==> config.mk <==
export PLATFORM = sky130hd
export DESIGN_NAME = config_loader
export DESIGN_NICKNAME = d
export VERILOG_FILES = /design/src/rtl/config_pkg.sv /design/src/rtl/config_crc16.sv /design/src/rtl/config_loader.sv
export SDC_FILE = /design/constraint.sdc
export NUM_CORES = 1
export LEC_CHECK = 0
export ABC_AREA = 0
export ABC_CLOCK_PERIOD_IN_PS = 3800
export CAP_MARGIN = 20
export CORE_AREA = 2 2 115 117
export DETAILED_ROUTE_END_ITERATION = 10
export DIE_AREA = 0 0 117 119
export DONT_BUFFER_PORTS = 1
export PLACE_DENSITY = 0.63
export SETUP_SLACK_MARGIN = 0.1
export SYNTH_ARGS = -nofsm -noshare
export SYNTH_HDL_FRONTEND = slang
export SYNTH_SLANG_ARGS = --single-unit
export TNS_END_PERCENT = 50
==> constraint.sdc <==
create_clock -name clock -period 3.8 [get_ports clock]
set_input_delay 0.76 -clock clock [delete_from_list [all_inputs] [get_ports clock]]
set_output_delay 0.76 -clock clock [all_outputs]
set_load 0.03 [all_outputs]
==> src/rtl/config_pkg.sv <==
`default_nettype none
// ============================================================================
// Module   : config_pkg
// Purpose  : Shared types, widths and CRC helpers for the tile config loader.
// Revision : 1.0  initial release
// ============================================================================
package config_pkg;

    localparam int LE_CONFIG_WIDTH   = 5;
    localparam int SB_CONFIG_WIDTH   = 24;
    localparam int TILE_CONFIG_WIDTH = LE_CONFIG_WIDTH + SB_CONFIG_WIDTH;

    localparam int                   CRC_WIDTH = 16;
    localparam logic [CRC_WIDTH-1:0] CRC_POLY  = 16'h1021;
    localparam logic [CRC_WIDTH-1:0] CRC_INIT  = 16'hFFFF;

    typedef enum logic [2:0] {
        IDLE   = 3'd0,
        LOAD   = 3'd1,
        CHECK  = 3'd2,
        COMMIT = 3'd3,
        DONE   = 3'd4,
        ERROR  = 3'd5
    } state_t;

    // One MSB-first CRC-16-CCITT step for a single incoming bit.
    function automatic logic [CRC_WIDTH-1:0] crc16_step(input logic [CRC_WIDTH-1:0] crc,
                                                        input logic                 b);
        return {crc[CRC_WIDTH-2:0], 1'b0} ^ ((crc[CRC_WIDTH-1] ^ b) ? CRC_POLY : '0);
    endfunction

endpackage
`default_nettype wire

==> src/rtl/config_crc16.sv <==
`default_nettype none
// ============================================================================
// Module   : config_crc16
// Purpose  : Serial CRC-16-CCITT accumulator, one bit per enabled cycle.
// Revision : 1.0  initial release
// ============================================================================
module config_crc16
    import config_pkg::*;
(
    input  logic                 clk_i,
    input  logic                 rst_i,
    input  logic                 clear_i,
    input  logic                 en_i,
    input  logic                 bit_i,
    output logic [CRC_WIDTH-1:0] crc_o
);

    logic [CRC_WIDTH-1:0] crc_q;
    logic [CRC_WIDTH-1:0] crc_d;

    always_comb begin
        crc_d = crc_q;
        if (clear_i) begin
            crc_d = CRC_INIT;
        end else if (en_i) begin
            crc_d = crc16_step(crc_q, bit_i);
        end
    end

    always_ff @(posedge clk_i or posedge rst_i) begin
        if (rst_i) begin
            crc_q <= CRC_INIT;
        end else begin
            crc_q <= crc_d;
        end
    end

    assign crc_o = crc_q;

endmodule
`default_nettype wire

==> src/rtl/config_loader.sv <==
`default_nettype none
// ============================================================================
// Module   : config_loader
// Purpose  : Serial-in shadow loader that commits a full tile image atomically.
//            Optional CRC-16 check of the image when CONFIG_LOADER_CRC_EN is set.
// Revision : 1.0  initial release
// ============================================================================
module config_loader
    import config_pkg::*;
#(
    parameter int NUM_TILES    = 2,
    parameter int CONFIG_WIDTH = TILE_CONFIG_WIDTH
) (
    input  logic                              clock,
    input  logic                              reset,
    input  logic                              start,
    input  logic                              bit_in,
    input  logic                              bit_valid,
    output logic                              bit_ready,
    output logic [NUM_TILES*CONFIG_WIDTH-1:0] config_out,
    output logic                              tile_enable,
    output logic                              busy,
    output logic                              done,
    output logic                              error
);

    localparam int TOTAL_BITS = NUM_TILES * CONFIG_WIDTH;
`ifdef CONFIG_LOADER_CRC_EN
    localparam int LOAD_BITS  = TOTAL_BITS + CRC_WIDTH;
`else
    localparam int LOAD_BITS  = TOTAL_BITS;
`endif
    localparam int               CNT_W    = $clog2(LOAD_BITS + 1);
    localparam logic [CNT_W-1:0] CNT_LAST = CNT_W'(LOAD_BITS - 1);
    localparam logic [CNT_W-1:0] CNT_DATA = CNT_W'(TOTAL_BITS);

    state_t                state_q,   state_d;
    logic [CNT_W-1:0]      cnt_q,     cnt_d;
    logic [TOTAL_BITS-1:0] shadow_q,  shadow_d;
    logic [TOTAL_BITS-1:0] config_q,  config_d;
    logic                  tile_en_q, tile_en_d;
    logic                  done_q,    done_d;
    logic                  error_q,   error_d;
    logic                  xfer_w;
    logic                  data_bit_w;

    assign bit_ready  = (state_q == LOAD);
    // A start in the same cycle as a bit wins; that bit is dropped.
    assign xfer_w     = bit_valid && bit_ready && !start;
    assign data_bit_w = (cnt_q < CNT_DATA);

`ifdef CONFIG_LOADER_CRC_EN
    logic [CRC_WIDTH-1:0] crc_calc_w;
    logic [CRC_WIDTH-1:0] crc_rx_q, crc_rx_d;

    config_crc16 u_crc (
        .clk_i   (clock),
        .rst_i   (reset),
        .clear_i (start),
        .en_i    (xfer_w && data_bit_w),
        .bit_i   (bit_in),
        .crc_o   (crc_calc_w)
    );
`endif

    always_comb begin
        state_d   = state_q;
        cnt_d     = cnt_q;
        shadow_d  = shadow_q;
        config_d  = config_q;
        tile_en_d = tile_en_q;
        done_d    = 1'b0;
        error_d   = error_q;
`ifdef CONFIG_LOADER_CRC_EN
        crc_rx_d  = crc_rx_q;
`endif
        if (start) begin
            state_d   = LOAD;
            cnt_d     = '0;
            tile_en_d = 1'b0;
            error_d   = 1'b0;
        end else begin
            case (state_q)
                LOAD: begin
                    if (xfer_w) begin
                        cnt_d = cnt_q + 1'b1;
                        if (data_bit_w) shadow_d = {shadow_q[TOTAL_BITS-2:0], bit_in};
`ifdef CONFIG_LOADER_CRC_EN
                        else crc_rx_d = {crc_rx_q[CRC_WIDTH-2:0], bit_in};
                        if (cnt_q == CNT_LAST) state_d = CHECK;
`else
                        if (cnt_q == CNT_LAST) state_d = COMMIT;
`endif
                    end
                end
`ifdef CONFIG_LOADER_CRC_EN
                CHECK: begin
                    if (crc_calc_w == crc_rx_q) begin
                        state_d = COMMIT;
                    end else begin
                        state_d = ERROR;
                        error_d = 1'b1;
                    end
                end
`endif
                COMMIT: begin
                    // Image and enable change on the same edge: tiles never see a partial load.
                    state_d   = DONE;
                    config_d  = shadow_q;
                    tile_en_d = 1'b1;
                    done_d    = 1'b1;
                end
                default: ;
            endcase
        end
    end

    always_ff @(posedge clock or posedge reset) begin
        if (reset) begin
            state_q <= IDLE;
        end else begin
            state_q <= state_d;
        end
    end

    always_ff @(posedge clock or posedge reset) begin
        if (reset) begin
            cnt_q     <= '0;
            shadow_q  <= '0;
            config_q  <= '0;
            tile_en_q <= 1'b0;
            done_q    <= 1'b0;
            error_q   <= 1'b0;
`ifdef CONFIG_LOADER_CRC_EN
            crc_rx_q  <= '0;
`endif
        end else begin
            cnt_q     <= cnt_d;
            shadow_q  <= shadow_d;
            config_q  <= config_d;
            tile_en_q <= tile_en_d;
            done_q    <= done_d;
            error_q   <= error_d;
`ifdef CONFIG_LOADER_CRC_EN
            crc_rx_q  <= crc_rx_d;
`endif
        end
    end

    assign config_out  = config_q;
    assign tile_enable = tile_en_q;
    assign done        = done_q;
    assign error       = error_q;
    assign busy        = (state_q == LOAD) || (state_q == CHECK) || (state_q == COMMIT);

endmodule
`default_nettype wire

==> results.yml <==
run_status:
  outcome: "complete, no violations"
sta:
  fmax_mhz: 442
  skew_ns: 0.00456
  slew_viol_final: 0
  post-route-min-period_ns: 2.26
  rsz0062_at_grt: "false"
  final_hold_viol_count: 0
  worst_slew_pin_slew_ns: 0.778
  tns_ns: 0
  final.setup.worst_slack_ns: 1.54
  fin_crit_sh: 0.595
  finalSetupViolCount: 0
  slew_headroom: 0.481
critical_path:
  cp.arrival_ns: 1.50
  cpPeakStageDelay_ns: 0.45
  crit_fanout: 6
  crit_path_start_kind: "flop"
  crit_chain: "nand2b_1 > nor2_1"
  slowest_stage: "nor2_1"
  cp_data_required_time_ns: 3.04
  crit_type: "reg -> out"
  cp-end-kind: "primary output"
  reg2regPathDepth: 4
placement:
  dp_cells: 468
  gp_congestion: 0.705
  io_buffers: 0
  post-dp-hpwl_mm: 4.58
  place_ws_ns: 1.48
grt:
  grt_antenna_before_repair: 0
  grt_pass1_vias: 2536
  grt_max_degree: 70
  grt_pass1_wl_mm: 13.3
  grt_util_all_layers: 0.127
  overflow: 0
logic_synthesis:
  synth_area_leaders: "dfrtp_1 (65%), mux2_2 (22%), mux2_1 (4.8%)"
  synth_nets: 309
  synth_top_area_frac: 0.652
  syn_area_per_cell_um2: 16.1
  synth_cells: 302
  yosys.area.top_type: "dfrtp_1"
  yosysMostFrequentCell: "dfrtp_1"
  synth_seq_cells: 127
  yosysUniqueCellTypes: 31
  async_reset_ff_frac: 1.00
  netlist_top_cells_count: "dfrtp_1 (127), mux2_2 (96), mux2_1 (21)"
  synth_area_um2: 4880
  synth_edf_count: 0
  ys.flop_type: "dfrtp_1"
  yosysWarnings: 0
  seq_area_frac_synth: 0.652
detailed_routing:
  firstDrtPassIters: 4
  vias_per_cell: 4.78
  drc: 0
  wl_per_cell_um: 15.4
  vias: 2383
  drt_iter0_drc: 110
  ant_nets: 0
  wirelength_mm: 7.70
pwr:
  power_w: 0.00315
  power_leakage_nw: 2.77
  power_density_nw_per_um2: 559
  switching_share: 0.207
  p_sw_w: 0.000651
  pwr-share-comb: 0.037
  p_int_w: 0.00250
  pwr-share-seq: 0.471
  power_frac_clock: 0.492
  peakVddDrop_mv: 0.293
layout:
  fill_cells: 1157
  utilization: 0.437
  multi_input_area_um2: 1600
  nets: 318
  ff_latch_area_um2: 3180
  stdcell_count: 499
  n_antenna_cell: 0
  area_growth_pct: 15.4
  layout-drive-gt1-share: 0.406
cts:
  clk_path_buf_depth: 2
  clock-sinks: 127
  cts_root_buf: "clkbuf_16"
  insertion_delay_ns: 0.41
  path_clk_slew_ns: 0.05
  htree_levels: 4
  post_cts_buffers: 0
  cts_resized: 0
  cts_hold_buf: 0
  cts_tree: "built"
  cts_inserted_buffers: 17
floorplan:
  initial_core_util: 0.379
  placementRows: 42
  die-width_um: 117
  io_pins: 68
  die_h_um: 119
  dieArea_um2: 13900
  core_um2: 12900
worst_hold_path:
  hold_class: "in -> async"
job:
  maxCapViolCount: 0
[final timing paths]
| path | from | end | slack (ns) |
|---|---|---|---|
| worst max register to register | cnt_q[2] | shadow_q[26] | 1.65 |
| max in group asynchronous | reset | config_out[33] | 2.66 |
| worst min-delay path | reset | shadow_q[36] | 0.34 |
| min in group clock | start | cnt_q[0] | 0.41 |
| worst min register to register | shadow_q[4] | shadow_q[4] | 0.50 |
| worst max-delay path | state_q[2] | bit_ready | 1.54 |
[per-layer routing]
layer	vias to the layer above	track usage	part of all wire
li1	1091	-	-
met1	1228	0.161	0.45
met2	49	0.180	0.46
met3	15	0.0555	0.064
met4	0	0.0750	0.028
met5	-	0	0
[sequential cells by signal (all words and copies together) (netlist names)]
register and flops:
config_out 58, shadow_q 58, cnt_q 6, state_q 3, done 1, tile_enable 1
[power by group through the flow]
| stage | Combinational, W | Sequential [W] | Clock, W |
|---|---|---|---|
| 2_1_floorplan | 0.000106 | 0.00149 | 0 |
| 3_3_place_gp | 0.000118 | 0.00150 | 0 |
| 3_5_place_dp | 0.000122 | 0.00151 | 0 |
| 4_1_cts | 0.000123 | 0.00148 | 0.00160 |
| 5_1_grt | 0.000139 | 0.00150 | 0.00167 |
| 6_report | 0.000118 | 0.00148 | 0.00155 |
[placed cells by master, fill, tap and decap left out, types with 2 or more instances in the layout]
cell type	Yosys	final
a21oi_1	5	5
buf_4	4	3
bufinv_16	0	2
clkbuf_1	1	5
clkbuf_16	0	17
clkbuf_8	0	3
clkinv_2	0	3
clkinvlp_4	0	2
dfrtp_1	127	127
ha_1	2	2
inv_1	5	4
mux2_1	21	21
mux2_2	96	96
nand2_1	3	3
nor2_1	7	7
o21ai_0	3	3
or3_1	2	2
[per-stage QoR]
stage,area (um2),hold slack (ns)
floorplan,4880,0.469
detailed placement,5060,0.496
global route,5630,0.380
CTS,5630,0.337
global placement,5060,0.491
finish,5630,0.336
[cells by family (layout without fill, tap and decap cells)]
logic type	count (synthesis)	after routing	share of synthesized area
other	1	1	0.000769
and+or+nand+nor	23	23	0.0313
adders and majority gates	2	2	0.00513
buffers and inverters	19	40	0.0239
DFF	127	127	0.652
AOI/OAI and AO/OA	12	12	0.0154
xor gates and xnor gates	1	1	0.00180
muxes	117	117	0.270
[critical path, delay by kind of cell (launching register included)]
kind	cells	cell delay [ns]
flops	1	0.42
simple gates	2	0.67
[area by class of cell]
cell class                      instances  area share
Multi-Input combinational cell        156       0.284
Clock inverter                          6      0.0147
Inverter                                5     0.00400
Tap cell                              176      0.0391
Timing Repair Buffer                    4     0.00756
Sequential cell                       127       0.565
Clock buffer                           25      0.0863
(Power assumes the default switching activity.)
